===== config.mk =====
export PLATFORM = sky130hd
export DESIGN_NAME = sram_rv_adapter
export DESIGN_NICKNAME = d
export VERILOG_FILES = /design/src/rtl/sram_rv_adapter.sv
export SDC_FILE = /design/constraint.sdc
export NUM_CORES = 1
export LEC_CHECK = 0
export CORE_AREA = 3 3 40 42
export DETAILED_ROUTE_END_ITERATION = 6
export DIE_AREA = 0 0 43 45
export GPL_TIMING_DRIVEN = 1
export MAX_ROUTING_LAYER = met4
export PLACE_DENSITY = 0.67
export SYNTH_ARGS = -nofsm -noshare
export SYNTH_HDL_FRONTEND = slang
export SYNTH_SLANG_ARGS = --single-unit

===== constraint.sdc =====
create_clock -name clk0 -period 2.28 [get_ports clk0]
set_input_delay 0.456 -clock clk0 [delete_from_list [all_inputs] [get_ports clk0]]
set_output_delay 0.456 -clock clk0 [all_outputs]
set_load 0.005 [all_outputs]

===== src/rtl/sram_rv_adapter.sv =====
// Ready/valid front end for a single-port synchronous SRAM with one-cycle read latency.
// Read responses land in a small circular FIFO; read credit guarantees it never overflows.
module sram_rv_adapter #(
  parameter int DATA_WIDTH = 2,
  parameter int ADDR_WIDTH = 4,
  parameter int RESP_DEPTH = 2
) (
  input  logic                  clk0,
  input  logic                  rst0_n,
  input  logic                  req_valid,
  output logic                  req_ready,
  input  logic                  req_we,
  input  logic [ADDR_WIDTH-1:0] req_addr,
  input  logic [DATA_WIDTH-1:0] req_wdata,
  output logic                  csb0,
  output logic                  web0,
  output logic [ADDR_WIDTH-1:0] addr0,
  output logic [DATA_WIDTH-1:0] din0,
  input  logic [DATA_WIDTH-1:0] dout0,
  output logic                  rsp_valid,
  input  logic                  rsp_ready,
  output logic [DATA_WIDTH-1:0] rsp_data
);

  localparam int PTR_W = (RESP_DEPTH > 1) ? $clog2(RESP_DEPTH) : 1;
  localparam int CNT_W = $clog2(RESP_DEPTH + 1);
  localparam int LAST  = RESP_DEPTH - 1;

  typedef logic [PTR_W-1:0] ptr_t;
  typedef logic [CNT_W-1:0] cnt_t;

  localparam ptr_t             LAST_PTR = LAST[PTR_W-1:0];
  localparam logic [CNT_W:0]   DEPTH_C  = RESP_DEPTH[CNT_W:0];

  logic                  rd_pending_q, rd_pending_d;
  ptr_t                  wr_ptr_q, wr_ptr_d;
  ptr_t                  rd_ptr_q, rd_ptr_d;
  cnt_t                  count_q, count_d;
  logic [DATA_WIDTH-1:0] mem_q [RESP_DEPTH];

  logic                  accept;
  logic                  rd_accept;
  logic                  push;
  logic                  pop;
  logic [CNT_W:0]        credit_used;

  function automatic ptr_t ptr_inc(input ptr_t p);
    return (p == LAST_PTR) ? '0 : p + ptr_t'(1);
  endfunction

  // A read in flight already owns a FIFO slot; a same-cycle pop frees nothing yet.
  assign credit_used = {1'b0, count_q} + {{CNT_W{1'b0}}, rd_pending_q};
  assign req_ready   = rst0_n & (req_we | (credit_used < DEPTH_C));

  assign accept    = req_valid & req_ready;
  assign rd_accept = accept & ~req_we;

  assign csb0  = ~accept;
  assign web0  = ~(accept & req_we);
  assign addr0 = accept ? req_addr  : '0;
  assign din0  = accept ? req_wdata : '0;

  assign push      = rd_pending_q;
  assign rsp_valid = (count_q != '0);
  assign pop       = rsp_valid & rsp_ready;
  assign rsp_data  = mem_q[rd_ptr_q];

  always_comb begin
    rd_pending_d = rd_accept;
    wr_ptr_d     = push ? ptr_inc(wr_ptr_q) : wr_ptr_q;
    rd_ptr_d     = pop  ? ptr_inc(rd_ptr_q) : rd_ptr_q;
    case ({push, pop})
      2'b10:   count_d = count_q + cnt_t'(1);
      2'b01:   count_d = count_q - cnt_t'(1);
      default: count_d = count_q;
    endcase
  end

  always_ff @(posedge clk0 or negedge rst0_n) begin
    if (!rst0_n) begin
      rd_pending_q <= 1'b0;
      wr_ptr_q     <= '0;
      rd_ptr_q     <= '0;
      count_q      <= '0;
    end else begin
      rd_pending_q <= rd_pending_d;
      wr_ptr_q     <= wr_ptr_d;
      rd_ptr_q     <= rd_ptr_d;
      count_q      <= count_d;
    end
  end

  always_ff @(posedge clk0) begin
    if (push) begin
      mem_q[wr_ptr_q] <= dout0;
    end
  end

endmodule


==> results of run 1 <==
-- sequential cells by signal (all words and copies together), names as in the netlist --
name and flops:
mem_q 4, count_q 2, push 1, rd_ptr_q 1
wr_ptr_q 1
-- power by group through the flow --
stage / Clock, mW / Sequential, mW / Combinational, mW
after CTS: 0.129 / 0.259 / 0.233
after detailed placement: 0 / 0.263 / 0.231
after global routing: 0.139 / 0.268 / 0.256
after global placement: 0 / 0.261 / 0.229
after floorplan: 0 / 0.253 / 0.125
final: 0.122 / 0.257 / 0.227
-- cell families (layout without fill, tap and decap cells) --
group / after synthesis / in the layout
compound gates: 3 / 3
xor+xnor: 5 / 5
fa+ha+maj: 1 / 1
buf+inv: 2 / 32
flops: 9 / 9
mux: 2 / 2
simple gates: 13 / 13
-- synth_stat cells (all sizes together) --
cell type | count | area share, %
dfrtp | 5 | 28
o21a | 1 | 1.7
ha | 1 | 2.8
or2 | 1 | 1.4
inv | 2 | 1.7
nor2 | 3 | 2.6
edfxtp | 4 | 27
mux2 | 2 | 5.1
xor2 | 3 | 6.0
nand3 | 1 | 1.1
xnor2 | 2 | 4.0
and2 | 8 | 12
a21oi | 1 | 2.0
o211a | 1 | 4.0
-- stage by stage --
| stage | area [µm²] | instances |
|---|---|---|
| final | 753 | 80 |
| after floorplan | 440 | 35 |
| after global placement | 714 | 76 |
| after detailed placement | 714 | 76 |
| after CTS | 741 | 80 |
| after global routing | 753 | 80 |
-- final timing paths --
| path | start | cells past startpoint | slack (ns) | end |
|---|---|---|---|---|
| worst max-delay path | rst0_n | 4 | 0.05 | addr0[1] |
| worst min-delay path | wr_ptr_q | 1 | 0.48 | wr_ptr_q |
| worst max register to register | count_q[0] | 5 | 0.76 | count_q[1] |
| worst min register to register | wr_ptr_q | 1 | 0.48 | wr_ptr_q |
| max in group asynchronous | rst0_n | 2 | 1.64 | count_q[0] |
| min in group asynchronous | rst0_n | 2 | 0.52 | push |
-- area by class of cell --
class	instances	area [µm²]	share of cell area, %
repair buffers	26	268	35.5
flip-flops and latches	9	245	32.6
multi-input cells	24	188	24.9
clock buffers	4	26.3	3.49
well taps	15	18.8	2.49
inverters	2	7.51	0.997
-- layer usage --
metal | GRT usage (%) | vias to the layer above | share of wire [%]
met4 | 9.04 | 0 | 2.3
met2 | 18.0 | 25 | 44
met5 | - | - | 0
met3 | 7.57 | 2 | 13
li1 | - | 175 | -
met1 | 12.3 | 162 | 40
-- worst max-delay path: cells and delay by family --
kind,cells,cell delay [ns]
compound gates,1,0.20
buf+inv,2,1.00
simple gates,1,0.12
==> results_dict.tcl, run 1 <==
set metrics [dict create \
    max_stage_delay_ns 0.50 \
    dr.pass1.iters 1 \
    dieArea_um2 1940 \
    row_count 13 \
    die_h_um 45 \
    critPathCaptureType "output pin" \
    crit_arrival_ns 1.78 \
    grt_max_degree 8 \
    synth_nets 49 \
    antenna_left 0 \
    cts_buffers 3 \
    drt_wl_total_um 939 \
    start_util_pct 34.3 \
    finalSetupViolations 0 \
    p_per_area_nw_per_um2 805 \
    worst_slack_ns 0.0462 \
    critPathKind "input pin to output pin" \
    coreArea_um2 1280 \
    clockBufferDepth 2 \
    insertion_delay_ns 0.26 \
    finalClockSkew_ns 0.00964 \
    clockPowerShare_pct 20.1 \
    path_max_fanout 7 \
    tritoncts "done" \
    swShare_pct 29.0 \
    period_share_pct 98.0 \
    syn_to_final_growth_pct 71.0 \
    routed_via_density 4.55 \
    yosysWarningCount 0 \
    max_clock_freq_mhz 448 \
    timing.hold.ws_ns 0.479 \
    syn_inst 35 \
    internal-power_mw 0.430 \
    worstMarginPinSlew_ns 0.180 \
    routedWlPerCell_um 11.7 \
    synth_compound_area_share_pct 7.67 \
    drcViolationCount 0 \
    synth_xor_area_share_pct 9.94 \
    cts-root-buf "clkbuf_4" \
    worst_setup_path_start_kind "input pin" \
    die-width_um 43 \
    rsz0062_at_grt "no" \
    yosysSeqAreaShare_pct 55.7 \
    cts-resized-gates 0 \
    power_frac_seq_pct 42.5 \
    muxShareOfSynthArea_pct 5.11 \
    clock-sinks 9 \
    peakVddDrop_uv 365 \
    cap_violations 0 \
    layout_commonest_cell "clkdlybuf4s50_1" \
    outcome "finished clean" \
    yosys.area_share.simple_pct 17.0 \
    h-tree-depth 1 \
    numPortBuffers 24 \
    crit_path_frequent_cell "clkdlybuf4s50_1" \
    p_sw_mw 0.176 \
    via_count 364 \
    finalWeightedCongestion 0.611 \
    power.total_mw 0.606 \
    antenna_found_initial 0 \
    gr-usage-all-layers_pct 12.4 \
    synth_top_family_by_area "simple AND/OR/NAND/NOR gates" \
    nets 80 \
    nFillCells 127 \
    io-pin-count 25 \
    synth_fa_ha_area_share_pct 2.84 \
    grt_pass1_wl_um 1570 \
    relSlewSlack_pct 88.0 \
    setup_tns_ns 0 \
    final_cell_mix "clkdlybuf4s50_1 (19), and2_1 (7), dfrtp_1 (5), dlymetal6s2s_1 (5), edfxtp_1 (4)" \
    finalHoldViolCount 0 \
    antenna_cells 0 \
    fin_crit_ns 2.23 \
    drv_slew 0 \
    crit_chain "clkdlybuf4s50_1, o211a_4, and2_1, clkdlybuf4s50_1" \
    overflow 0 \
    layout-drive-gt1-share_pct 13.8 \
    dp_worst_setup_slack_ns 0.0120 \
    synth-seq-cells 9 \
    final_core_util_pct 58.6 \
    ctsHoldBuffers 0 \
    cp.required_ns 1.82 \
    min_path_type "flip-flop to flip-flop" \
    slowest_stage "clkdlybuf4s50_1" \
    path_clk_slew_ns 0.06 \
    drtIter0Drc 0 \
    syn-cell-area_um2 440 \
    pwr-share-comb_pct 37.4 \
    cellLeakagePower_nw 0.379 \
    synth_area_per_cell_um2 12.6 \
    post_cts_buffers 0 \
    yosys.cell_types.count 16 \
    grt_pass1_vias 363 \
    place.detailed.hpwl_um 798 \
]
(Power assumes the default switching activity.)
==> run 2: changes to the inputs <==
--- a/config.mk
+++ b/config.mk
@@ -11,6 +11,7 @@
 export GPL_TIMING_DRIVEN = 1
 export MAX_ROUTING_LAYER = met4
 export PLACE_DENSITY = 0.67
+export SKIP_CTS_REPAIR_TIMING = 1
 export SYNTH_ARGS = -nofsm -noshare
 export SYNTH_HDL_FRONTEND = slang
 export SYNTH_SLANG_ARGS = --single-unit
==> results of run 2 <==
Same layout as run 1: the final DEF is identical, and so are final timing and power.
==> run 3: changes to the inputs <==
--- a/config.mk
+++ b/config.mk
@@ -10,7 +10,7 @@
 export DIE_AREA = 0 0 43 45
 export GPL_TIMING_DRIVEN = 1
 export MAX_ROUTING_LAYER = met4
-export PLACE_DENSITY = 0.67
+export PLACE_DENSITY = 0.8
 export SKIP_CTS_REPAIR_TIMING = 1
 export SYNTH_ARGS = -nofsm -noshare
 export SYNTH_HDL_FRONTEND = slang
==> run 3 against run 2 <==
Compared with the run above:
- critical path type is now flip-flop to output pin
- largest power group unchanged
- sequential share of layout area increased by 0.11 points
- highest routed layer unchanged
- cell area decreased by 0.33%
- via count increased by 0.27%
==> results_dict.tcl, run 3 (synthesized netlist as in run 1, its figures left out) <==
set metrics [dict create \
    outcome "finished clean" \
    antenna_found_initial 0 \
    finalNonFillerCells 80 \
    cap_violations 0 \
    power.total_mw 0.606 \
    timing.hold.ws_ns 0.183 \
    via_count 365 \
    coreArea_um2 1280 \
    peakVddDrop_uv 299 \
    finalHoldViolCount 0 \
    nFillCells 128 \
    worst_setup_path_start_kind "flip-flop" \
    die-width_um 43 \
    final_core_util_pct 58.4 \
    crit_arrival_ns 1.71 \
    dieArea_um2 1940 \
    die_h_um 45 \
    grt_max_degree 8 \
    routedWlPerCell_um 12.2 \
    max_clock_freq_mhz 461 \
    clock-sinks 9 \
    min_path_type "input pin to async pin" \
    layout_commonest_cell "clkdlybuf4s50_1" \
    nets 80 \
    fin_crit_ns 2.17 \
    largest_register "mem_q" \
    syn_to_final_growth_pct 70.5 \
    drt_wl_total_um 974 \
    dp_cells 76 \
    multi_input_area_um2 188 \
    final_cell_mix "clkdlybuf4s50_1 (20), and2_1 (7), dfrtp_1 (5)" \
    antenna_cells 0 \
    insertion_delay_ns 0.25 \
    numPortBuffers 24 \
    start_util_pct 34.3 \
    drcViolationCount 0 \
    clockBufferDepth 2 \
    reg_top3 "mem_q x4, count_q x2" \
    tritoncts "done" \
    setup_tns_ns 0 \
    finalClockSkew_ns 0.00406 \
    critPathCaptureType "output pin" \
    finalSetupViolations 0 \
    cts_buffers 3 \
    worst_slack_ns 0.109 \
    layout-drive-gt1-share_pct 13.8 \
    grt_pass1_wl_um 1640 \
    grt_pass1_vias 394 \
    dp_worst_setup_slack_ns 0.0231 \
    path_max_fanout 7 \
    placed_cell_area_um2 714 \
    io-pin-count 25 \
    worstMarginPinSlew_ns 0.182 \
    ff_latch_area_um2 245 \
    h-tree-depth 1 \
    path_clk_slew_ns 0.06 \
    drtIter0Drc 2 \
    largest_reg_flops 4 \
    critPathKind "flip-flop to output pin" \
    rsz0062_at_grt "no" \
    finalWeightedCongestion 0.634 \
    cp.required_ns 1.82 \
    relSlewSlack_pct 87.9 \
    dr.pass1.iters 2 \
    antenna_left 0 \
    p_per_area_nw_per_um2 808 \
    row_count 13 \
    period_share_pct 95.2 \
    drv_slew 0 \
    overflow 0 \
    cts-root-buf "clkbuf_4" \
    fin_area_um2 751 \
    routed_via_density 4.56 \
    cellLeakagePower_nw 0.339 \
    gr-usage-all-layers_pct 12.4 \
    place.detailed.hpwl_um 807 \
]
-- run 3: cell types whose count changed in the layout (fill, tap and decap cells not counted), sizes merged --
cell           before  now
clkdlybuf4s50      19   20
dlymetal6s2s        5    4
-- run 3: path summary, 6_finish.rpt --
| path | start | end | slack, ns | depth (start not counted) |
|---|---|---|---|---|
| min in group clk0 | wr_ptr_q | wr_ptr_q | 0.50 | 1 |
| max reg2reg | count_q[0] | count_q[1] | 0.76 | 5 |
| max in group asynchronous | rst0_n | wr_ptr_q | 1.97 | 2 |
| min | rst0_n | count_q[0] | 0.18 | 2 |
| max | count_q[0] | din0[0] | 0.11 | 4 |
| min reg2reg | wr_ptr_q | wr_ptr_q | 0.50 | 1 |
-- run 3: power breakdown --
| part | switching, mW | total (mW) | internal (mW) |
|---|---|---|---|
| clock network | 0.0524 | 0.120 | 0.0672 |
| logic | 0.0786 | 0.228 | 0.149 |
| registers | 0.0445 | 0.259 | 0.214 |
| total | 0.176 | 0.606 | 0.431 |
-- run 3: worst max-delay path, stage by stage, from the launching register on --
cell and delay [ns]:
dfrtp_1 0.43, a21oi_2 0.19, o211a_4 0.21, and2_1 0.13
clkdlybuf4s50_1 0.50
-- run 3: cell type report --
cell class / instances / area share (%)
clock buffers: 4 / 3.50
inverters: 2 / 1.00
multi-input cells: 24 / 25.0
flip-flops and latches: 9 / 32.7
well taps: 15 / 2.50
repair buffers: 26 / 35.3
-- run 3: layer usage --
| metal | wire length [µm] | vias up | track usage (%) |
|---|---|---|---|
| li1 | - | 177 | - |
| met1 | 376 | 161 | 12.7 |
| met2 | 494 | 25 | 20.7 |
| met3 | 96 | 2 | 4.38 |
| met4 | 6 | 0 | 7.23 |
| met5 | 0 | - | - |
